$ cat src/rtl/bcd_decoder_if.sv
// Handshake bundle for the BCD-to-binary converter: one valid/ready
// channel carrying packed BCD in, one carrying the binary result out.
interface bcd_decoder_if #(
    parameter int N_DIGITS  = 4,
    parameter int BIN_WIDTH = $clog2(10**N_DIGITS)
);
    logic                    in_valid;
    logic                    in_ready;
    logic [4*N_DIGITS-1:0]   in_bcd;
    logic                    out_valid;
    logic                    out_ready;
    logic [BIN_WIDTH-1:0]    out_bin;
    logic                    out_err;

    // Producer of BCD words and consumer of results.
    modport master (
        output in_valid, in_bcd, out_ready,
        input  in_ready, out_valid, out_bin, out_err
    );

    // The converter itself.
    modport slave (
        input  in_valid, in_bcd, out_ready,
        output in_ready, out_valid, out_bin, out_err
    );
endinterface

$ cat src/rtl/bcd_decoder.sv
// Sequential multi-digit BCD-to-binary converter using reverse double-dabble.
// A packed BCD word is loaded into the top half of a {bcd, bin} working
// register; each cycle the register shifts right by one and any BCD digit
// that reads >= 8 afterwards is reduced by 3. After 4*N_DIGITS shifts the
// bin half holds the binary value. Digits above 9 still run the full
// conversion, but the result is forced to zero with out_err set.
module bcd_decoder #(
    parameter int N_DIGITS = 4
) (
    input  logic              clk,
    input  logic              rst,
    bcd_decoder_if.slave      bus
);
    localparam int BIN_WIDTH = $clog2(10**N_DIGITS);
    localparam int BCD_W     = 4 * N_DIGITS;
    localparam int WORK_W    = 8 * N_DIGITS;
    localparam int CNT_W     = $clog2(BCD_W + 1);

    localparam logic [CNT_W-1:0] LAST_SHIFT = CNT_W'(BCD_W - 1);

    localparam logic [1:0] ST_IDLE  = 2'd0;
    localparam logic [1:0] ST_SHIFT = 2'd1;
    localparam logic [1:0] ST_DONE  = 2'd2;

    // True when any 4-bit digit of the packed word is outside 0..9.
    function automatic logic any_digit_invalid(input logic [BCD_W-1:0] bcd);
        logic bad;
        bad = 1'b0;
        for (int i = 0; i < N_DIGITS; i++) begin
            bad = bad | (bcd[4*i +: 4] > 4'd9);
        end
        return bad;
    endfunction

    // One reverse double-dabble step: shift right, then correct every BCD
    // digit independently (digit corrections never interact).
    function automatic logic [WORK_W-1:0] dabble_step(input logic [WORK_W-1:0] w);
        logic [WORK_W-1:0] s;
        s = w >> 1;
        for (int i = 0; i < N_DIGITS; i++) begin
            s[BCD_W + 4*i +: 4] = (s[BCD_W + 4*i +: 4] >= 4'd8) ?
                                  (s[BCD_W + 4*i +: 4] - 4'd3) :
                                   s[BCD_W + 4*i +: 4];
        end
        return s;
    endfunction

    logic [1:0]           state_r;
    logic [WORK_W-1:0]    work_r;
    logic [CNT_W-1:0]     cnt_r;
    logic                 err_r;
    logic                 in_ready_r;
    logic                 out_valid_r;
    logic [BIN_WIDTH-1:0] out_bin_r;
    logic                 out_err_r;

    logic [WORK_W-1:0]    work_next_s;
    logic                 accept_s;
    logic                 release_s;

    // Next working-register value and the two handshake events.
    always_comb begin
        work_next_s = dabble_step(work_r);
        accept_s    = bus.in_valid & in_ready_r;
        release_s   = out_valid_r & bus.out_ready;
    end

    // Control FSM, datapath and registered outputs; rst overrides everything.
    always_ff @(posedge clk) begin
        if (rst) begin
            state_r     <= ST_IDLE;
            work_r      <= {WORK_W{1'b0}};
            cnt_r       <= {CNT_W{1'b0}};
            err_r       <= 1'b0;
            in_ready_r  <= 1'b1;
            out_valid_r <= 1'b0;
            out_bin_r   <= {BIN_WIDTH{1'b0}};
            out_err_r   <= 1'b0;
        end else begin
            case (state_r)
                ST_IDLE: begin
                    if (accept_s) begin
                        work_r     <= {bus.in_bcd, {BCD_W{1'b0}}};
                        err_r      <= any_digit_invalid(bus.in_bcd);
                        cnt_r      <= {CNT_W{1'b0}};
                        in_ready_r <= 1'b0;
                        state_r    <= ST_SHIFT;
                    end
                end
                ST_SHIFT: begin
                    work_r <= work_next_s;
                    cnt_r  <= cnt_r + CNT_W'(1);
                    // The final shift lands directly in the output register so
                    // out_valid rises exactly 4*N_DIGITS edges after accept.
                    if (cnt_r == LAST_SHIFT) begin
                        state_r     <= ST_DONE;
                        out_valid_r <= 1'b1;
                        out_bin_r   <= err_r ? {BIN_WIDTH{1'b0}} :
                                               work_next_s[BIN_WIDTH-1:0];
                        out_err_r   <= err_r;
                    end
                end
                ST_DONE: begin
                    if (release_s) begin
                        out_valid_r <= 1'b0;
                        in_ready_r  <= 1'b1;
                        state_r     <= ST_IDLE;
                    end
                end
                default: begin
                    state_r     <= ST_IDLE;
                    in_ready_r  <= 1'b1;
                    out_valid_r <= 1'b0;
                end
            endcase
        end
    end

    assign bus.in_ready  = in_ready_r;
    assign bus.out_valid = out_valid_r;
    assign bus.out_bin   = out_bin_r;
    assign bus.out_err   = out_err_r;

endmodule
$ cat src/flat_wrapper.sv
// flat-port wrapper written by rule: the top's interface ports become plain ports
module bcd_decoder_flat 
#(
    parameter int N_DIGITS = 4
)
  (clk, rst, bus_in_valid, bus_in_bcd, bus_out_ready, bus_in_ready, bus_out_valid, bus_out_bin, bus_out_err);
  bcd_decoder_if #(.N_DIGITS(N_DIGITS)) bus_i ();
  input  logic clk;
  input  logic rst;
  input wire logic [$bits(bus_i.in_valid)-1:0] bus_in_valid;
  input wire logic [$bits(bus_i.in_bcd)-1:0] bus_in_bcd;
  input wire logic [$bits(bus_i.out_ready)-1:0] bus_out_ready;
  output wire logic [$bits(bus_i.in_ready)-1:0] bus_in_ready;
  output wire logic [$bits(bus_i.out_valid)-1:0] bus_out_valid;
  output wire logic [$bits(bus_i.out_bin)-1:0] bus_out_bin;
  output wire logic [$bits(bus_i.out_err)-1:0] bus_out_err;
  assign bus_i.in_valid = bus_in_valid;
  assign bus_i.in_bcd = bus_in_bcd;
  assign bus_i.out_ready = bus_out_ready;
  assign bus_in_ready = bus_i.in_ready;
  assign bus_out_valid = bus_i.out_valid;
  assign bus_out_bin = bus_i.out_bin;
  assign bus_out_err = bus_i.out_err;
  bcd_decoder #(.N_DIGITS(N_DIGITS)) u_core (.clk(clk), .rst(rst), .bus(bus_i));
endmodule
$ cat config.mk
export PLATFORM = sky130hd
export DESIGN_NAME = bcd_decoder_flat
export DESIGN_NICKNAME = d
export VERILOG_FILES = /design/src/rtl/bcd_decoder_if.sv /design/src/rtl/bcd_decoder.sv /design/src/flat_wrapper.sv
export SDC_FILE = /design/constraint.sdc
export NUM_CORES = 1
export LEC_CHECK = 0
export ABC_AREA = 1
export CAP_MARGIN = 30
export CORE_MARGIN = 2
export CORE_UTILIZATION = 45
export CTS_BUF_LIST = sky130_fd_sc_hd__clkbuf_8 sky130_fd_sc_hd__clkbuf_16
export CTS_CLUSTER_DIAMETER = 200
export DETAILED_ROUTE_END_ITERATION = 8
export PLACE_DENSITY = 0.79
export SETUP_SLACK_MARGIN = 0.15
export SYNTH_ARGS = -nofsm -noshare
export SYNTH_HDL_FRONTEND = slang
export SYNTH_SLANG_ARGS = --single-unit
$ cat constraint.sdc
create_clock -name clk -period 1.8 [get_ports clk]
set_clock_uncertainty 0.1 [all_clocks]
set_input_delay 0.18 -clock clk [delete_from_list [all_inputs] [get_ports clk]]
set_output_delay 0.18 -clock clk [all_outputs]
set_load 0.05 [all_outputs]
==> impl_results.md <==
- Vias in the first global route: 2224
- PortBufs: 36
- Yosys warns: 0
- Layout cells sized above 1: 14.1%
- Max Cap Viol: 0
- Fin crit period: 1.54 ns
- Post-route ant nets: 0
- Largest net degree at the start of global routing: 43
- Router iterations before antenna repair: 4
- Design Power: 2530 µW
- Max-slew headroom: 66.4%
- Crit-path max cell delay: 0.36 ns
- IO Pins: 37
- Status: complete, no violations
- PwrDens: 797 nW/µm²
- Slowest cell on the critical path: dfxtp_2
- Number of buffers and inverters on the critical path: 1
- Die width: 79.8 µm
- Setup TNS: 0 ns
- Drc violations: 0
- Clk buf depth: 2
- Final net count: 430
- Synth top area share: 43.3%
- Die area: 6370 µm²
- Lkg Pwr: 0.00132 µW
- Critical path type: reg -> reg
- Kind of cell adding the most delay to the critical path: simple AND/OR/NAND/NOR gates
- Mux cell area share after synthesis: 0%
- Post-synth top area cell: dfxtp_1
- Arr. time, crit path: 1.71 ns
- HP Start: bus_in_bcd[3]
- Overall via count from detail_route: 2309
- DRT iter0 DRCs: 155
- Max VDD drop: 0.480 mV
- Wirelength, routed: 5530 µm
- Simple-Gate Fraction of Synth Area: 30.4%
- Pre-CTS setup slack: 0.111 ns
- Clk_lat worst skew: 0.32 ns
- Worst-path maximum fanout: 7
- CTS Sinks: 56
- Synthesized flop and latch total: 56
- Die height: 79.8 µm
- Worst min path class: in -> reg
- # setup viols final: 0
- Fin. Hold Viols: 0
- Global-route wire length before repair: 9600 µm
- Worst setup SP type: flop
- Clock-pin slew on the worst setup and hold paths: 0.11 ns
- WP data required: 1.96 ns
- Syn avg cell area: 7.19 µm²
- Post-synth EDFFs: 0
- Yosys cell types: 22
- Routed wire per std cell: 11.6 µm
- Gr usage total: 18.9%
- Post-route cell area: 3170 µm²
- Fill count: 515
- First element of the critical path: u_core.cnt_r[1]
- Vias/cell: 4.86
- Critical path's most frequent cell: nor2_4
- Syn Nets: 388
- Compound-Gate Fraction of Synth Area: 15.1%
- TritonCTS Buffers: 5
- Initial Util: 46.7%
- # diodes: 0
- Core Region: 5540 µm²
- H-tree depth: 2
- Root buf cell: clkbuf_8
- RSZ-0062 raised after global routing: false
- Synth Instances: 360
- Largest family of logic cells by synthesized area: simple AND/OR/NAND/NOR gates
- CTS tree: built
- Ys async rst share: 0%
- Post-Synth Adder-Cell Area: 3.87%
- Hpwl dp: 3840 µm
- R2R Path Start: u_core.cnt_r[1]
- Critical path endpoint category: flop
- Gr ovfl total: 0
- Mapped Area: 2590 µm²
- Seq/Total Area, Yosys: 43.3%
- Largest cells by area after synthesis: dfxtp_1 (43%), nand2_1 (19%), a21oi_1 (7.2%)
- Worst Tran Pin Value: 0.505 ns
- Post-Synth XOR/XNOR Area: 0%
- Initial antenna violation count: 0
- Max frequency: 648 MHz
- Fin crit share: 85.7%
- DP Area: 3040 µm²
- Placer Congestion: 0.846
- Final Slew Violations: 0
- Area Growth Syn to Fin: 22.5%
- Primary FF master, synth: dfxtp_1
- Row count: 27
- Final worst setup slack: 0.257 ns
- CP cell instances: ha_1, inv_2, nor2_4, ha_4, nand2_4, nor2_4, nand2_2, a21oi_2
[worst register-to-register path, stage by stage, from the launching register on]
cell,delay [ns]
dfxtp_2,0.36
ha_1,0.16
inv_2,0.06
nor2_4,0.10
ha_4,0.15
nand2_4,0.09
nor2_4,0.25
nand2_2,0.09
a21oi_2,0.12
[metal layers]
layer  up-vias  share of wire, %  GRT usage (%)  wire length (µm)
met5         -                 0              0                 0
met4         0               1.9           7.63               104
met3         8               5.6           3.62               307
met2        58                47           31.5              2580
met1      1024                46           24.1              2530
li1       1219                 -              -                 -
[final timing paths]
| path | end | slack [ns] | cells after the start |
|---|---|---|---|
| setup / recovery | u_core.bus.out_bin[4] | 0.26 | 8 |
| hold / removal | u_core.work_r[19] | 0.34 | 3 |
| setup reg to reg | u_core.bus.out_bin[4] | 0.26 | 8 |
| hold reg to reg | u_core.bus.out_bin[5] | 0.37 | 2 |
[Yosys cell counts, drive strengths merged (3+ instances only)]
cell type  count
o21ai         19
dfxtp         56
nand3         14
a21oi         47
nand2        142
o21a           3
inv           25
ha             8
buf            9
clkbuf         7
nor2          28
[per-stage QoR]
stage	hold WS, ns	utilization [%]	instances
6_report	0.337	57.2	475
3_5_place_dp	0.356	54.8	463
2_1_floorplan	0.223	-	360
3_3_place_gp	0.348	54.8	463
4_1_cts	0.332	56.6	473
5_1_grt	0.346	57.2	475
[power breakdown]
part	internal, µW	leakage (µW)	total (µW)	switching (µW)
clock	284	0.0000423	728	444
combinational	177	0.000821	454	277
sequential	1290	0.000456	1340	49.8
total	1760	0.00132	2530	771
[kinds of logic (layout without fill, tap and decap cells)]
kind of cell,Yosys count,count (layout)
and+or+nand+nor,186,187
AOI/OAI and AO/OA,69,69
DFF,56,56
buffers and inverters,41,83
adders and majority gates,8,8
[registers in the layout, summed over array words and instances, names as in the netlist]
signal	count
u_core.work_r	31
u_core.bus.in_ready	1
u_core.state_r	2
u_core.bus.out_bin	14
u_core.cnt_r	5
u_core.err_r	1
u_core.bus.out_err	1
u_core.bus.out_valid	1
[area by class of cell]
cell class / count / area [µm²] / area share (%)
clock inverter: 3 / 26.3 / 0.829
sequential: 56 / 1120 / 35.5
timing repair buffer: 50 / 455 / 14.4
multi-input combinational: 264 / 1310 / 41.3
inverter: 25 / 96.3 / 3.04
clock buffer: 5 / 68.8 / 2.17
tap: 72 / 90.1 / 2.84
[repair_timing]
action | 4_1_cts | 5_1_grt
cloned | 1 | 0
endpoints found under the setup margin | 32 | 8
endpoints found under the hold margin | 0 | 0
buffers inserted | 1 | 2
pin swaps | 2 | 6
hold buffers | 0 | 0
gates resized for setup | 19 | 4
[cells in the final DEF (no fill, tap or decap), types with 14 or more instances in the layout]
cell,instances
nor2_1,25
inv_1,21
nand2_1,130
buf_4,14
dfxtp_1,54
a21oi_1,37
o21ai_0,18
clkdlybuf4s50_1,19
dlygate4sd2_1,16
nand3_1,14
No activity file was read; power rests on OpenSTA's default activity.
